**src/rtl/button_step_pkg.sv**
```systemverilog
// ---------------------------------------------------------------------------
// button_step_pkg : shared FSM encoding and direction constants
// Rev 1.0
// ---------------------------------------------------------------------------
`default_nettype none

package button_step_pkg;

  typedef enum logic [1:0] {
    IDLE    = 2'd0,
    DELAY   = 2'd1,
    REPEAT  = 2'd2,
    LOCKOUT = 2'd3
  } state_t;

  localparam logic DIR_UP   = 1'b0;
  localparam logic DIR_DOWN = 1'b1;

  function automatic int max_int(input int a, input int b);
    return (a > b) ? a : b;
  endfunction

endpackage

`default_nettype wire

```
**src/rtl/button_step_ctrl_debounce.sv**
```systemverilog
// ---------------------------------------------------------------------------
// debounce_filter : synchroniser plus stable-count debounce for one button
// Rev 1.0
// ---------------------------------------------------------------------------
`default_nettype none

module debounce_filter #(
  parameter int SYNC_STAGES = 2,
  parameter int DEB_CYCLES  = 16
) (
  input  logic clk,
  input  logic reset_n,
  input  logic raw,
  output logic level,
  output logic rise
);

  localparam int CNT_W = $clog2(DEB_CYCLES + 1);

  logic [SYNC_STAGES-1:0] sync_q;
  logic [CNT_W-1:0]       cnt;
  logic                   synced;

  assign synced = sync_q[SYNC_STAGES-1];

  always_ff @(posedge clk or negedge reset_n) begin
    if (!reset_n) begin
      sync_q <= '0;
    end else begin
      sync_q <= {sync_q[SYNC_STAGES-2:0], raw};
    end
  end

  // Level flips on the DEB_CYCLES-th consecutive differing sample.
  always_ff @(posedge clk or negedge reset_n) begin
    if (!reset_n) begin
      cnt   <= '0;
      level <= 1'b0;
      rise  <= 1'b0;
    end else begin
      rise <= 1'b0;
      if (synced == level) begin
        cnt <= '0;
      end else if (cnt >= CNT_W'(DEB_CYCLES - 1)) begin
        cnt   <= '0;
        level <= synced;
        rise  <= synced;
      end else begin
        cnt <= cnt + 1'b1;
      end
    end
  end

endmodule

`default_nettype wire

```
**src/rtl/button_step_ctrl.sv**
```systemverilog
// ---------------------------------------------------------------------------
// button_step_ctrl : debounced up/down buttons to step pulses with auto-repeat
// Rev 1.0
// ---------------------------------------------------------------------------
`default_nettype none

module button_step_ctrl
  import button_step_pkg::*;
#(
  parameter int SYNC_STAGES   = 2,
  parameter int DEB_CYCLES    = 16,
  parameter int REPEAT_DELAY  = 64,
  parameter int REPEAT_PERIOD = 16
) (
  input  logic clk,
  input  logic reset_n,
  input  logic btn_up,
  input  logic btn_down,
  input  logic repeat_en,
  output logic step_en,
  output logic step_dir,
  output logic busy
);

  localparam int TMR_MAX = max_int(REPEAT_DELAY, REPEAT_PERIOD);
  localparam int TMR_W   = $clog2(TMR_MAX + 1);

  logic up_level, up_rise, dn_level, dn_rise;

  debounce_filter #(
    .SYNC_STAGES (SYNC_STAGES),
    .DEB_CYCLES  (DEB_CYCLES)
  ) u_deb_up (
    .clk     (clk),
    .reset_n (reset_n),
    .raw     (btn_up),
    .level   (up_level),
    .rise    (up_rise)
  );

  debounce_filter #(
    .SYNC_STAGES (SYNC_STAGES),
    .DEB_CYCLES  (DEB_CYCLES)
  ) u_deb_dn (
    .clk     (clk),
    .reset_n (reset_n),
    .raw     (btn_down),
    .level   (dn_level),
    .rise    (dn_rise)
  );

  state_t           state, state_n;
  logic [TMR_W-1:0] timer, timer_n, timer_inc;
  logic             dir_n, step_n;
  logic             active_lvl, other_rise;

  assign active_lvl = (step_dir == DIR_DOWN) ? dn_level : up_level;
  assign other_rise = (step_dir == DIR_DOWN) ? up_rise  : dn_rise;
  assign timer_inc  = (timer == TMR_W'(TMR_MAX)) ? timer : timer + 1'b1;

  always_ff @(posedge clk or negedge reset_n) begin
    if (!reset_n) begin
      state    <= IDLE;
      timer    <= '0;
      step_en  <= 1'b0;
      step_dir <= DIR_UP;
      busy     <= 1'b0;
    end else begin
      state    <= state_n;
      timer    <= timer_n;
      step_en  <= step_n;
      step_dir <= dir_n;
      busy     <= (state_n != IDLE);
    end
  end

  // A rising opposite button outranks a release, so no level is left
  // held in IDLE without having produced a rise strobe.
  always_comb begin
    state_n = state;
    timer_n = timer_inc;
    dir_n   = step_dir;
    step_n  = 1'b0;
    case (state)
      IDLE: begin
        timer_n = '0;
        if ((up_rise && (dn_rise || dn_level)) || (dn_rise && up_level)) begin
          state_n = LOCKOUT;
        end else if (up_rise) begin
          step_n  = 1'b1;
          dir_n   = DIR_UP;
          state_n = DELAY;
        end else if (dn_rise) begin
          step_n  = 1'b1;
          dir_n   = DIR_DOWN;
          state_n = DELAY;
        end
      end
      DELAY: begin
        if (other_rise) begin
          state_n = LOCKOUT;
          timer_n = '0;
        end else if (!active_lvl) begin
          state_n = IDLE;
          timer_n = '0;
        end else if (repeat_en && (timer >= TMR_W'(REPEAT_DELAY - 1))) begin
          step_n  = 1'b1;
          state_n = REPEAT;
          timer_n = '0;
        end
      end
      REPEAT: begin
        if (other_rise) begin
          state_n = LOCKOUT;
          timer_n = '0;
        end else if (!active_lvl) begin
          state_n = IDLE;
          timer_n = '0;
        end else if (repeat_en && (timer >= TMR_W'(REPEAT_PERIOD - 1))) begin
          step_n  = 1'b1;
          timer_n = '0;
        end
      end
      LOCKOUT: begin
        timer_n = '0;
        if (!up_level && !dn_level) begin
          state_n = IDLE;
        end
      end
      default: begin
        state_n = IDLE;
        timer_n = '0;
      end
    endcase
  end

endmodule

`default_nettype wire
```
**config.mk**
```make
export PLATFORM = sky130hd
export DESIGN_NAME = button_step_ctrl
export DESIGN_NICKNAME = d
export VERILOG_FILES = /design/src/rtl/button_step_pkg.sv /design/src/rtl/button_step_ctrl_debounce.sv /design/src/rtl/button_step_ctrl.sv
export SDC_FILE = /design/constraint.sdc
export NUM_CORES = 1
export LEC_CHECK = 0
export CAP_MARGIN = 15
export CORE_MARGIN = 4
export CORE_UTILIZATION = 55
export CTS_CLUSTER_SIZE = 28
export DETAILED_ROUTE_END_ITERATION = 16
export PLACE_DENSITY = 0.74
export SLEW_MARGIN = 20
export SYNTH_ARGS = -nofsm -noshare
export SYNTH_HDL_FRONTEND = slang
export SYNTH_SLANG_ARGS = --single-unit
```
**constraint.sdc**
```tcl
create_clock -name clk -period 2.15 [get_ports clk]
set_input_delay 0.43 -clock clk [delete_from_list [all_inputs] [get_ports clk]]
set_output_delay 0.43 -clock clk [all_outputs]
set_load 0.1 [all_outputs]
```
== Yosys cells after proc, flatten, opt, wreduce, memory -nomap -nowiden ==
Index checks and enable logic that the tools add are counted.

* Add/subtract/negate cells: 3
* $lt $le $gt $ge: 4
* Equal/unequal tests: 6
* Muxes and demuxes: 40
* Bitwise gates (word level): 3
* Reduce and logical (&&, ||, !) cells: 16

{| class="wikitable"
|+ Operators with widths
! kind !! count
|-
| 2-to-1 mux 7 bit || 7
|-
| one-hot mux 7 bit (3 select lines) || 1
|-
| 2-to-1 mux 5 bit || 4
|-
| 2-to-1 mux 2 bit || 9
|-
| 2-to-1 mux 1 bit || 17
|-
| adder 5 x 1 -> 5 bit (second input constant) || 2
|-
| greater-or-equal comparator 5 x 4 -> 1 bit (second input constant) || 2
|-
| one-hot mux 2 bit (4 select lines) || 1
|-
| adder 7 x 1 -> 7 bit (second input constant) || 1
|-
| equality test 7 bit (second input constant) || 1
|-
| greater-or-equal comparator 7 x 4 -> 1 bit (second input constant) || 1
|-
| greater-or-equal comparator 7 x 6 -> 1 bit (second input constant) || 1
|-
| logical AND 1 bit || 5
|-
| equality test 2 bit (second input constant) || 2
|-
| AND reduction 2 bit || 2
|-
| nonzero test 2 bit || 2
|-
| NOT 1 bit || 3
|-
| one-hot mux 1 bit (3 select lines) || 1
|-
| AND reduction 3 bit || 1
|-
| equality test 1 bit || 2
|-
| equality test 2 x 1 -> 1 bit (second input constant) || 1
|-
| logical NOT 1 bit || 2
|-
| logical NOT 2 bit || 1
|-
| logical OR 1 bit || 2
|-
| OR reduction 2 bit || 1
|}

* Register bits: 30
* Input port bits: 5
* Output and inout bits: 3
* Word-level logic and storage cells: 85

== Longest topological paths before layout ==
* Word-level depth: 7
* Depth in mapped cells: 6
* Depth with buffers taken out: 6

== Hierarchy ==
From an unflattened synthesis, not the netlist that was laid out.

* Cell total of the unflattened synthesis: 132
* Area total of the unflattened synthesis: 1491.4 um^2

{| class="wikitable"
|+ Modules (own cells, without submodules)
! module !! instances !! cells an instance !! area an instance (um^2)
|-
| button_step_ctrl || 1 || 76 || 768.2
|-
| debounce_filter || 2 || 28 || 361.6
|}

== Worst setup path before layout ==
OpenSTA, ideal clock, no wires.

* Path type: flip-flop to flip-flop
* From: register step_dir
* To: register timer[1]
* Library setup time: 73 ps
* Arrival: 1981 ps
* Required time: 2077 ps
* Slack: 96 ps
* Cell stages (with the launch flop): 6
* Period minus slack after synthesis: 2054 ps
* Path through: dfrtp_1 mux2i_1 nand3_1 or2_1 buf_6 a21boi_2

* Cells in the longest elaborated chain, start to end: 4
* Elaborated cells between the ends (all ways): 7

{| class="wikitable"
|+ Ends and longest elaborated chain
! element !! line !! source
|-
| start, declared || button_step_ctrl.sv:21 || <nowiki>output logic step_dir,</nowiki>
|-
| start signal, assigned || button_step_ctrl.sv:72 || <nowiki>step_dir <= dir_n;</nowiki>
|-
| 2-to-1 mux 1 bit || button_step_ctrl.sv:57 || <nowiki>assign active_lvl = (step_dir == DIR_DOWN) ? dn_level : up_level;</nowiki>
|-
| 2-to-1 mux 7 bit (on tied branches) || button_step_ctrl.sv:116, button_step_ctrl.sv:103 ||
|-
| 2-to-1 mux 7 bit (on tied branches) || button_step_ctrl.sv:113, button_step_ctrl.sv:100 ||
|-
| one-hot mux 7 bit (3 select lines) * || button_step_ctrl.sv:84 || <nowiki>case (state)</nowiki>
|-
| named net timer_n[1] || button_step_ctrl.sv:53 || <nowiki>logic [TMR_W-1:0] timer, timer_n, timer_inc;</nowiki>
|-
| end signal, assigned || button_step_ctrl.sv:70 || <nowiki>timer <= timer_n;</nowiki>
|-
| end, declared || button_step_ctrl.sv:53 ||
|}

The timed path passes the listed nets; every way through them passes the cells marked *.
A chain may end at the register's enable or synchronous reset.

== Worst setup path after layout ==
* From: register timer[0]
* To: register timer[5]

* Cells in the longest elaborated chain, start to end: 6
* Elaborated cells between the ends (all ways): 14

{| class="wikitable"
|+ Ends and longest elaborated chain
! element !! line !! source
|-
| adder 7 x 1 -> 7 bit, or another cell as far along || button_step_ctrl.sv:59 || <nowiki>assign timer_inc = (timer == TMR_W'(TMR_MAX)) ? timer : timer + 1'b1;</nowiki>
|-
| 2-to-1 mux 7 bit, or another cell as far along || button_step_ctrl.sv:59 ||
|-
| 2-to-1 mux 7 bit (on tied branches) || button_step_ctrl.sv:119, button_step_ctrl.sv:106 ||
|-
| 2-to-1 mux 7 bit (on tied branches) || button_step_ctrl.sv:116, button_step_ctrl.sv:103 ||
|-
| 2-to-1 mux 7 bit (on tied branches) || button_step_ctrl.sv:113, button_step_ctrl.sv:100 ||
|-
| one-hot mux 7 bit (3 select lines) * || button_step_ctrl.sv:84 ||
|-
| named net timer_n[5] || button_step_ctrl.sv:53 ||
|}

Marks and branches as above.

==> run summary <==
utilization after layout - 65.8%
post-route cell area - 1660 sq um
Final Instance Count excl. Fillers - 176
number of global-route vias before repair - 1009
launch point of the critical path - timer[0]$_DFF_PN0_
Slew Limit Fails - 0
slack of the worst reg-to-reg path - 0.34 ns
FF-to-FF Start - timer[0]$_DFF_PN0_
most common cell after layout, fill and taps aside - sky130_fd_sc_hd__dfrtp_1
final critical-path share of the clock period - 84.3%
total number of vias - 969
DRT Wirelength - 2390 um
sequential element share of the synthesized area - 51.1%
ratio of cells with drive above 1 in the final layout - 19.9%
time the final worst path needs with I/O delays and setup - 1.81 ns
first-iteration detailed-routing DRC count - 52
Final Setup Violations - 0
number of clock buffers inserted by TritonCTS - 5
total of buffers placed on input and output ports - 7
Netlist Area Pre-Place - 1470 sq um
first-pass GRT wire length - 4280 um
average detailed-routed wire length per instance - 13.6 um
Die Height - 59.7 um
horizontal die dimension - 59.7 um
antenna viol nets, final - 0
maximum number of pins on one net before global-route repair - 31
post-synthesis share of cell area spent on and, or, nand and nor gates - 17.1%
CTS Hold Bufs - 0
met2 capacity usage during global routing - 24.8%
Peak Freq - 0.552 GHz
Critical path destination - timer[5]$_DFF_PN0_
commonest cells after routing, fill and taps aside - 30 x sky130_fd_sc_hd__dfrtp_1, 11 x sky130_fd_sc_hd__nor2_1, 8 x sky130_fd_sc_hd__and3_1
number of detailed-route iterations in the first pass - 4
Worst Clk Skew - 0.00387 ns
combinational family with the most area after synthesis - simple AND/OR/NAND/NOR gates
Setup Total Neg Slack - 0 ns
Filler Cells Inserted - 202
highest fanout seen on the critical path - 7
drt via density - 5.51
placement-stage cell area - 1580 sq um
count of boundary I/O pins - 8
Worst Tran Pin Value - 0.416 ns
power density over the cells - 662 nW/um^2
Critical Path AT - 2.06 ns
cell row count - 18
Clk Latency, worst-skew pair - 0.32 ns
Post-CTS Repair Setup Buffers - 0
global route overflow - 0
Unique masters post-synth - 36
met1 Use GR - 20.8%
worst setup slack after layout - 0.338 ns
area of the core region - 2520 sq um
post-place setup slack - 0.275 ns
CP endpoint kind - flip-flop
Post-Synth XOR/XNOR Area - 5.96%
clock root buffer - sky130_fd_sc_hd__clkbuf_4
post-synthesis cell count - 129
Die ar. - 3560 sq um
total routing usage reported by global routing - 16.1%
area share of fa/ha/maj cells after synthesis - 5.11%
worst hold path type - reg -> reg
TritonCTS clock tree - built
result of the run - complete, no violations
compound-gate portion of the synthesized area - 15.7%
endpoint required time on the critical path - 2.40 ns
setup repair after global routing missed its margin - false
IR drop worst, VDD - 0.471 mV
CP startpoint kind - flip-flop
count of max-cap constraint violations - 0
initial core utilization - 58.2%
post-detail-place hpwl - 1680 um
Static Leakage - 0.000775 uW
flop and latch count out of synthesis - 30
count of warnings emitted by yosys - 0
average cell area after synthesis - 11.4 sq um
number of clock sinks seen by CTS - 30
clock-pin slew on the worst setup and hold paths - 0.09 ns
cells resized by post-CTS repair - 0
CTS HTree Levels - 2
antenna violations before repair - 0
Crit Reg-Reg Endpoint - timer[5]$_DFF_PN0_
worst reg-to-reg path cell count - 5
Mapped Nets - 140
maximum root-to-sink buffer count - 2
Layout Area Growth over Synthesis - 12.9%
Placed Instances - 168
headroom to the max-slew limit - 71.5%
diodes inserted - 0
number of nets in the final layout - 156
Final Hold Vio Count - 0
post-synthesis mux area share - 2.98%
RD Place Congestion - 0.873
busiest metal layer after global routing - met2
met3 track utilization from global routing - 4.54%
DRC Markers - 0
source of the worst hold timing path - u_deb_dn.sync_q[0]$_DFF_PN0_
critical path class - reg -> reg
[state kept, by name, summed over array words and instances (netlist names), 2 cells and up]
signal           cells
state                2
timer                7
u_deb_dn.cnt         5
u_deb_dn.sync_q      2
u_deb_up.cnt         5
u_deb_up.sync_q      2
[worst max-delay path, stage by stage, from the launching register on]
cell	delay, ns
sky130_fd_sc_hd__dfrtp_1	0.46
sky130_fd_sc_hd__ha_1	0.28
sky130_fd_sc_hd__a211oi_2	0.31
sky130_fd_sc_hd__nor4b_4	0.10
sky130_fd_sc_hd__or2_1	0.40
sky130_fd_sc_hd__a21oi_2	0.20
[cells in the mapped netlist]
library cell	n	share of area [%]
sky130_fd_sc_hd__a21boi_2	2	1.5
sky130_fd_sc_hd__xnor2_1	5	3.0
sky130_fd_sc_hd__nand4_1	1	0.43
sky130_fd_sc_hd__mux2i_1	1	0.68
sky130_fd_sc_hd__and3_1	8	3.4
sky130_fd_sc_hd__mux2_2	3	2.3
sky130_fd_sc_hd__o21a_1	1	0.51
sky130_fd_sc_hd__a22oi_1	1	0.51
sky130_fd_sc_hd__and2_1	1	0.43
sky130_fd_sc_hd__nand3b_1	1	0.51
sky130_fd_sc_hd__dfrtp_1	30	51
sky130_fd_sc_hd__a211oi_2	2	1.7
sky130_fd_sc_hd__o32ai_2	1	1.1
sky130_fd_sc_hd__nor2_1	11	2.8
sky130_fd_sc_hd__a31oi_1	1	0.43
sky130_fd_sc_hd__a21oi_1	7	2.4
sky130_fd_sc_hd__nand2_1	4	1.0
sky130_fd_sc_hd__o21ai_0	3	1.0
sky130_fd_sc_hd__o211a_1	1	0.68
sky130_fd_sc_hd__nand2b_1	1	0.43
sky130_fd_sc_hd__ha_1	6	5.1
sky130_fd_sc_hd__nor4b_4	1	1.6
sky130_fd_sc_hd__xor2_1	5	3.0
sky130_fd_sc_hd__a21oi_2	5	3.0
sky130_fd_sc_hd__o21ai_1	1	0.34
sky130_fd_sc_hd__a311o_1	1	0.68
sky130_fd_sc_hd__a21o_1	2	1.0
sky130_fd_sc_hd__nor3b_1	3	1.5
sky130_fd_sc_hd__and4_1	1	0.60
sky130_fd_sc_hd__nor2b_1	2	0.85
sky130_fd_sc_hd__nor3_1	2	0.68
sky130_fd_sc_hd__nand3_1	7	2.4
sky130_fd_sc_hd__buf_6	1	0.77
sky130_fd_sc_hd__o221a_2	1	0.77
sky130_fd_sc_hd__inv_1	5	1.3
sky130_fd_sc_hd__or2_1	1	0.43
[per-stage QoR]
step           hold WS [ns]  total power, uW
6_report              0.354             1100
5_1_grt               0.374             1150
4_1_cts               0.356             1120
3_5_place_dp          0.335              700
3_3_place_gp          0.334              696
2_1_floorplan         0.134              663
[area by class of cell]
cell class                      instances  area [sq um]  area share, %
Inverter                                5          18.8           1.13
Tap cell                               30          37.5           2.26
Multi-Input combinational cell         93           688           41.5
Sequential cell                        30           751           45.2
Timing Repair Buffer                   10          85.1           5.13
Clock buffer                            8          78.8           4.75
[how the worst min path moves through the flow]
stage | end | slack, ns | cells after the start
2_1_floorplan | busy$_DFF_PN0_ | 0.13 | 0
3_3_place_gp | u_deb_dn.sync_q[1]$_DFF_PN0_ | 0.33 | 0
3_5_place_dp | u_deb_dn.sync_q[1]$_DFF_PN0_ | 0.33 | 0
4_1_cts | u_deb_dn.sync_q[1]$_DFF_PN0_ | 0.36 | 0
5_1_grt | u_deb_up.sync_q[1]$_DFF_PN0_ | 0.37 | 0
6_report | u_deb_dn.sync_q[1]$_DFF_PN0_ | 0.35 | 0
[metal layers]
layer	vias to the layer above	routed length, um
li1	493	-
met1	456	1170
met2	16	1100
met3	4	88
met4	0	29
met5	-	0
[power by group]
part,switching [uW],internal [uW],total [uW]
Clock,187,223,410
Combinational,54.4,35.3,89.7
Sequential,16.0,582,598
Total,257,841,1100
[kinds of logic (layout without fill, tap and decap cells)]
| logic type | after synthesis | count (layout) |
|---|---|---|
| and+or+nand+nor | 44 | 44 |
| DFF | 30 | 30 |
| AOI/OAI and AO/OA | 29 | 29 |
| xor gates and xnor gates | 10 | 10 |
| adders and majority gates | 6 | 6 |
| buffers and inverters | 6 | 23 |
| muxes | 4 | 4 |
Note: power is estimated with default switching activity, not from simulation.
